==> config.mk <==
export PLATFORM = sky130hd
export DESIGN_NAME = matrix_buffer_ctrl
export DESIGN_NICKNAME = d
export VERILOG_FILES = /design/src/rtl/matrix_ctrl_pkg.sv /design/src/rtl/mbc_stats.sv /design/src/rtl/matrix_buffer_ctrl.sv
export SDC_FILE = /design/constraint.sdc
export NUM_CORES = 1
export LEC_CHECK = 0
export ABC_AREA = 1
export CAP_MARGIN = 20
export CORE_UTILIZATION = 45
export DETAILED_ROUTE_END_ITERATION = 10
export PLACE_DENSITY = 0.77
export REMOVE_ABC_BUFFERS = 1
export SETUP_SLACK_MARGIN = 0.15
export SLEW_MARGIN = 20
export SYNTH_ARGS = -nofsm -noshare
export SYNTH_HDL_FRONTEND = slang
export SYNTH_HIERARCHICAL = 1
export SYNTH_SLANG_ARGS = --single-unit
==> constraint.sdc <==
create_clock -name clk -period 4.3 [get_ports clk]
set_input_delay 1.29 -clock clk [delete_from_list [all_inputs] [get_ports clk]]
set_output_delay 1.29 -clock clk [all_outputs]
set_load 0.02 [all_outputs]
==> src/rtl/matrix_ctrl_pkg.sv <==
// Shared constants and types for the 8x8 ping-pong transpose buffer sequencing controller.
package matrix_ctrl_pkg;

  localparam int ROWS_PER_BLOCK = 8;
  localparam int NUM_BANKS      = 2;
  localparam int ROW_W          = $clog2(ROWS_PER_BLOCK);
  // Drain counter must hold ROWS_PER_BLOCK itself, hence the +1.
  localparam int DRAIN_W        = $clog2(ROWS_PER_BLOCK + 1);

  typedef enum logic {
    S_IDLE,
    S_FILL
  } state_t;

endpackage

==> src/rtl/mbc_stats.sv <==
// Free-running wrap-around statistics counters for matrix_buffer_ctrl (completed blocks, stalled cycles).
module mbc_stats (
  input  logic        clk,
  input  logic        rst_n,
  input  logic        blk_inc,
  input  logic        stall_inc,
  output logic [31:0] stat_blocks,
  output logic [31:0] stat_stalls
);

  always_ff @(posedge clk or negedge rst_n) begin
    if (!rst_n) begin
      stat_blocks <= '0;
      stat_stalls <= '0;
    end else begin
      if (blk_inc)   stat_blocks <= stat_blocks + 32'd1;
      if (stall_inc) stat_stalls <= stat_stalls + 32'd1;
    end
  end

endmodule

==> src/rtl/matrix_buffer_ctrl.sv <==
// Row sequencer for the 8x8 ping-pong transpose buffer: block/frame strobes, bank admission, framing errors.
// Optional statistics counters are built when MATRIX_BUFFER_CTRL_STATS_EN is defined.
module matrix_buffer_ctrl
  import matrix_ctrl_pkg::*;
#(
  parameter int BPF_W = 16
) (
  input  logic             clk,
  input  logic             rst_n,
  input  logic             up_valid,
  input  logic             up_sof,
  output logic             up_ready,
  input  logic [BPF_W-1:0] cfg_blocks,
  input  logic             dn_ready,
  input  logic             err_clr,
  output logic             mb_valid,
  output logic             mb_sob,
  output logic             mb_eob,
  output logic             mb_sof,
  output logic [BPF_W-1:0] blk_idx,
  output logic             frame_done,
  output logic             err_sof,
  output logic             busy,
  output logic [31:0]      stat_blocks,
  output logic [31:0]      stat_stalls
);

  state_t             state, state_nxt;
  logic [ROW_W-1:0]   row_cnt;
  logic [BPF_W-1:0]   bpf_q;
  logic [1:0]         outstanding;
  logic [DRAIN_W-1:0] drain_cnt;
  logic               accept;
  logic               first_row;
  logic               last_row;
  logic               drain_done;
  logic               sof_err;

  assign accept     = up_valid & up_ready;
  assign first_row  = (state == S_IDLE) && (blk_idx == '0);
  assign last_row   = (state == S_FILL) && (row_cnt == ROW_W'(ROWS_PER_BLOCK - 1));
  assign drain_done = (drain_cnt == DRAIN_W'(1));
  assign sof_err    = accept & (up_sof != first_row);

  always_comb begin
    state_nxt  = state;
    up_ready   = 1'b0;
    mb_valid   = accept;
    mb_sob     = 1'b0;
    mb_eob     = 1'b0;
    mb_sof     = 1'b0;
    frame_done = 1'b0;
    case (state)
      S_IDLE: begin
        // A new block is only admitted when a bank is free and the consumer can take a full burst.
        up_ready = dn_ready & (outstanding < 2'(NUM_BANKS));
        if (up_valid & up_ready) begin
          mb_sob    = 1'b1;
          mb_sof    = first_row;
          state_nxt = S_FILL;
        end
      end
      S_FILL: begin
        up_ready = 1'b1;
        if (up_valid & last_row) begin
          mb_eob     = 1'b1;
          frame_done = (blk_idx >= bpf_q - BPF_W'(1));
          state_nxt  = S_IDLE;
        end
      end
      default: state_nxt = S_IDLE;
    endcase
  end

  always_ff @(posedge clk or negedge rst_n) begin
    if (!rst_n) begin
      state   <= S_IDLE;
      row_cnt <= '0;
      blk_idx <= '0;
      bpf_q   <= BPF_W'(1);
      err_sof <= 1'b0;
    end else begin
      state <= state_nxt;
      if (accept) row_cnt <= row_cnt + ROW_W'(1);
      if (mb_eob) blk_idx <= frame_done ? '0 : blk_idx + BPF_W'(1);
      if (mb_sof) bpf_q <= (cfg_blocks == '0) ? BPF_W'(1) : cfg_blocks;
      if (err_clr)      err_sof <= 1'b0;
      else if (sof_err) err_sof <= 1'b1;
    end
  end

  // Bank drain model: each completed block unloads over the 8 cycles following its eob.
  always_ff @(posedge clk or negedge rst_n) begin
    if (!rst_n) begin
      drain_cnt   <= '0;
      outstanding <= '0;
    end else begin
      if (mb_eob)              drain_cnt <= DRAIN_W'(ROWS_PER_BLOCK);
      else if (drain_cnt != 0) drain_cnt <= drain_cnt - DRAIN_W'(1);
      case ({mb_eob, drain_done})
        2'b10:   if (outstanding != 2'(NUM_BANKS)) outstanding <= outstanding + 2'd1;
        2'b01:   if (outstanding != 2'd0) outstanding <= outstanding - 2'd1;
        default: outstanding <= outstanding;
      endcase
    end
  end

  assign busy = (state == S_FILL) | (outstanding != 2'd0);

`ifdef MATRIX_BUFFER_CTRL_STATS_EN
  mbc_stats u_stats (
    .clk         (clk),
    .rst_n       (rst_n),
    .blk_inc     (mb_eob),
    .stall_inc   (up_valid & ~up_ready),
    .stat_blocks (stat_blocks),
    .stat_stalls (stat_stalls)
  );
`else
  assign stat_blocks = '0;
  assign stat_stalls = '0;
`endif

endmodule

==> key figures <==
Layout
  – NumNets Final: 573
  – Non-filler cells, final: 628
  – Layout cells sized above 1: between 10% and 20%
  – Diode count: 0
  – Area delta synth->final: 13.2%
  – Fillers: 732

Clock network
  – Clk Latency, worst-skew pair: 0.31 ns
  – CTS Buffer Depth: 2
  – Total CTS buffers: 5
  – CTS tree: built
  – Hold_buf cts: 0
  – H-tree Lvls: 2
  – Root Driver: clkbuf_8
  – Sink Count: 43
  – Reg clk slew, reported paths: 0.09 ns

Global route
  – All-Layer GR Usage: 17.9%
  – Initial antenna violation count: 0
  – Global route overflow: 0
  – Largest net degree at the start of global routing: 44
  – Vias in the first global route: around 2.7k
  – First-pass GRT wire length: 12000 um

Run status
  – Status: completed

Setup path
  – Worst R2R End: blk_idx[3]$_DFFE_PN0P_
  – Crit Path Class: input port to output pin
  – Crit Path Max Fanout: 6
  – Worst Path Required: 3.01 ns
  – Crit path max-delay family: buffers and inverters
  – R2R Setup Slk: between 1.5 and 2 ns
  – Crit path depth: 5
  – Critical Path AT: 2.75 ns
  – Startpoint types: input port
  – Crit-path cells: clkdlybuf4s50_1 -> buf_4 -> nand3_4 -> inv_2 -> clkdlybuf4s50_1
  – Cells on worst reg2reg path: 14
  – Worst Path Buf+Inv: 4
  – Reg-to-reg critical path startpoint: bpf_q[0]$_DFFE_PN1P_
  – Crit path top cell by count: clkdlybuf4s50_1
  – Crit end category: output pin
  – Slowest cell on crit path: clkdlybuf4s50_1
  – Largest stage delay, worst path: 0.63 ns

Detailed routing
  – Vias/cell: 4.74
  – DRT Pass-1 Iters: 6
  – Post-route ant nets: 0
  – Via count: between 2k and 3k
  – # DRC: 0
  – Initial DRC Count: 88
  – Avg WL per Cell: 11.6 um
  – DRT Wirelength: 7280 um

STA
  – Worst slew pin tran: 0.970 ns
  – Period Utilization, post-route: 93.9%
  – Slew headroom: a little over a third
  – Clock skew: 0.00534 ns
  – Final Slew Violations: 0
  – Final WS setup: 0.262 ns
  – Final Critical Period: 4.04 ns
  – Final Hold Viols: 0
  – Fmax: 248 MHz
  – Setup violators final: 0
  – RSZ-0062 raised after global routing: no
  – Setup_tns: 0 ns

Hold path
  – Worst Hold Path Cells: 2
  – Worst hold path startpoint: row_cnt[2]$_DFFE_PN0P_
  – Hold EP: row_cnt[2]$_DFFE_PN0P_
  – Class of the worst hold path: flop to flop

Floorplanning
  – Initial Util: 46.5%
  – DIE HEIGHT: around 91 um
  – Core area: between 7000 and 8000 um^2
  – IO Pins: 110
  – Die W: a little over 90 um
  – DIE AREA: 8350 um^2
  – Cell Rows: 32

Placed design
  – Post-DP HPWL: 5560 um
  – Cells after DPL: 616
  – Port buffer count: 45
  – GP Congestion: between 0.8 and 0.9
  – Setup WS pre-CTS: 0.110 ns

Yosys
  – Netlist Area Pre-Place: 3590 um^2
  – Synth Area in Simple Gates: between 20% and 30%
  – Synth Warn #: 6
  – Synth Area in Compound Gates: 7.55%
  – Mux share of post-synthesis cell area: 0%
  – Synth Area in Adders: 9.05%
  – Post-synthesis sequential area ratio: 30.0%
  – Largest family of logic cells by synthesized area: simple AND/OR/NAND/NOR gates
  – #FFs+latches synth: 43
  – Cells after Synth: roughly 470
  – Avg Cell Area, Syn: just under 8 um^2
  – Yosys cell types: 36
  – Synth Area in XOR/XNOR: under 10%

Pwr
  – Leak pwr: ~2.1 nW
  – Power per cell area: 399 nW/um^2
  – Max VDD drop: 0.000202 V

Flow run
  – Max_cap viols: 0
-- power by group --
part,internal (W),switching (W),total [W],leakage (nW)
clock network,0.000116,0.000159,0.000275,0.0408
logic,0.000290,0.000437,0.000727,1.49
registers,0.000492,0.000128,0.000620,0.541
total,0.000898,0.000724,0.00162,2.07
-- layout by cell type (no fill, tap or decap), drive strengths merged --
master         synthesis  routed
a21boi                 1       1
xnor2                  8       8
o22ai                  2       2
ha                    26      26
clkbuf                 0       6
o31ai                  1       1
inv                   70      71
nand2                 96      96
nor2                  49      49
clkinvlp               0       2
dfrtp                 42      42
dlygate4sd2            0       1
conb                   1      64
nor3                   5       5
a21oi                 23      23
buf                   68      11
or2                    1       1
xor2                  17      17
o21ai                 19      19
dfstp                  1       1
clkdlybuf4s50          0      41
clkinv                 1       1
nand3                 20      20
a211oi                 1       1
nor4                   2       2
nand4                 14      14
dlymetal6s2s           0       1
-- cells in the mapped netlist (all sizes together) --
cell type,instances,share of area [%]
dfrtp,42,29
a21boi,1,0.21
ha,26,9.0
a211oi,1,0.21
o22ai,2,0.35
nor3,5,1.1
nand2,96,10
xnor2,8,1.9
a21oi,23,3.7
nor4,2,0.35
buf,68,14
xor2,17,4.1
conb,1,0.10
nand4,14,2.6
nor2,49,6.6
clkinv,1,0.24
inv,70,7.3
or2,1,0.17
nand3,20,4.0
o21ai,19,2.9
dfstp,1,0.73
o31ai,1,0.21
-- what timing repair did --
| item | CTS | global route |
|---|---|---|
| setup endpoints to repair | 2 | 2 |
| setup buffers | 2 | 2 |
| pin swaps | 2 | 4 |
| resized for setup | 3 | 7 |
-- cell families after synthesis --
group | Yosys count
buf+inv | 139
xor+xnor | 25
flops | 43
fa+ha+maj | 26
other cells | 1
simple gates | 187
compound gates | 47
-- flip-flops by register name (all words and copies together) (netlist names) --
signal       flops
drain_cnt        4
bpf_q           16
outstanding      2
err_sof          1
row_cnt          3
state            1
blk_idx         16
-- per-layer routing --
metal | vias to the layer above | wire [um] | global-route usage (%)
li1 | 1466 | - | -
met1 | 1406 | 3180 | 22.8
met2 | 97 | 3730 | 31.3
met3 | 8 | 308 | 3.02
met4 | 0 | 68 | 4.50
met5 | - | 0 | 0
-- worst max path at each step --
stage | startpoint | endpoint
after floorplan | bpf_q[0]$_DFFE_PN1P_ | frame_done
after global placement | up_valid | mb_sof
after detailed placement | bpf_q[0]$_DFFE_PN1P_ | frame_done
after CTS | bpf_q[0]$_DFFE_PN1P_ | frame_done
after global routing | bpf_q[2]$_DFFE_PN0P_ | frame_done
final | up_valid | mb_eob
-- cell type report --
cell class                      count  area, um^2  area share (%)
Clock buffer                        5        68.8            1.69
Clock inverter                      3        23.8           0.584
Inverter                           71         272            6.67
Multi-Input combinational cell    349        1980            48.7
Sequential cell                    43        1080            26.5
Tap cell                          102         128            3.14
Timing Repair Buffer               55         517            12.7
-- worst min-delay path, stage by stage (launching register included) --
cell and delay [ns]:
dfrtp_1 0.36, nand2_1 0.06, nand2_1 0.06
-- stage by stage --
stage,util [%],hold WS [ns],power [W],area [um^2]
finish,52.6,0.500,0.00162,4070
global route,52.6,0.515,0.00174,4070
CTS,52.4,0.503,0.00163,4050
detailed placement,50.9,0.480,0.00134,3940
global placement,50.9,0.466,0.00130,3940
floorplan,-,0.453,0.00107,3320
Power figures use the tool's default switching activity.
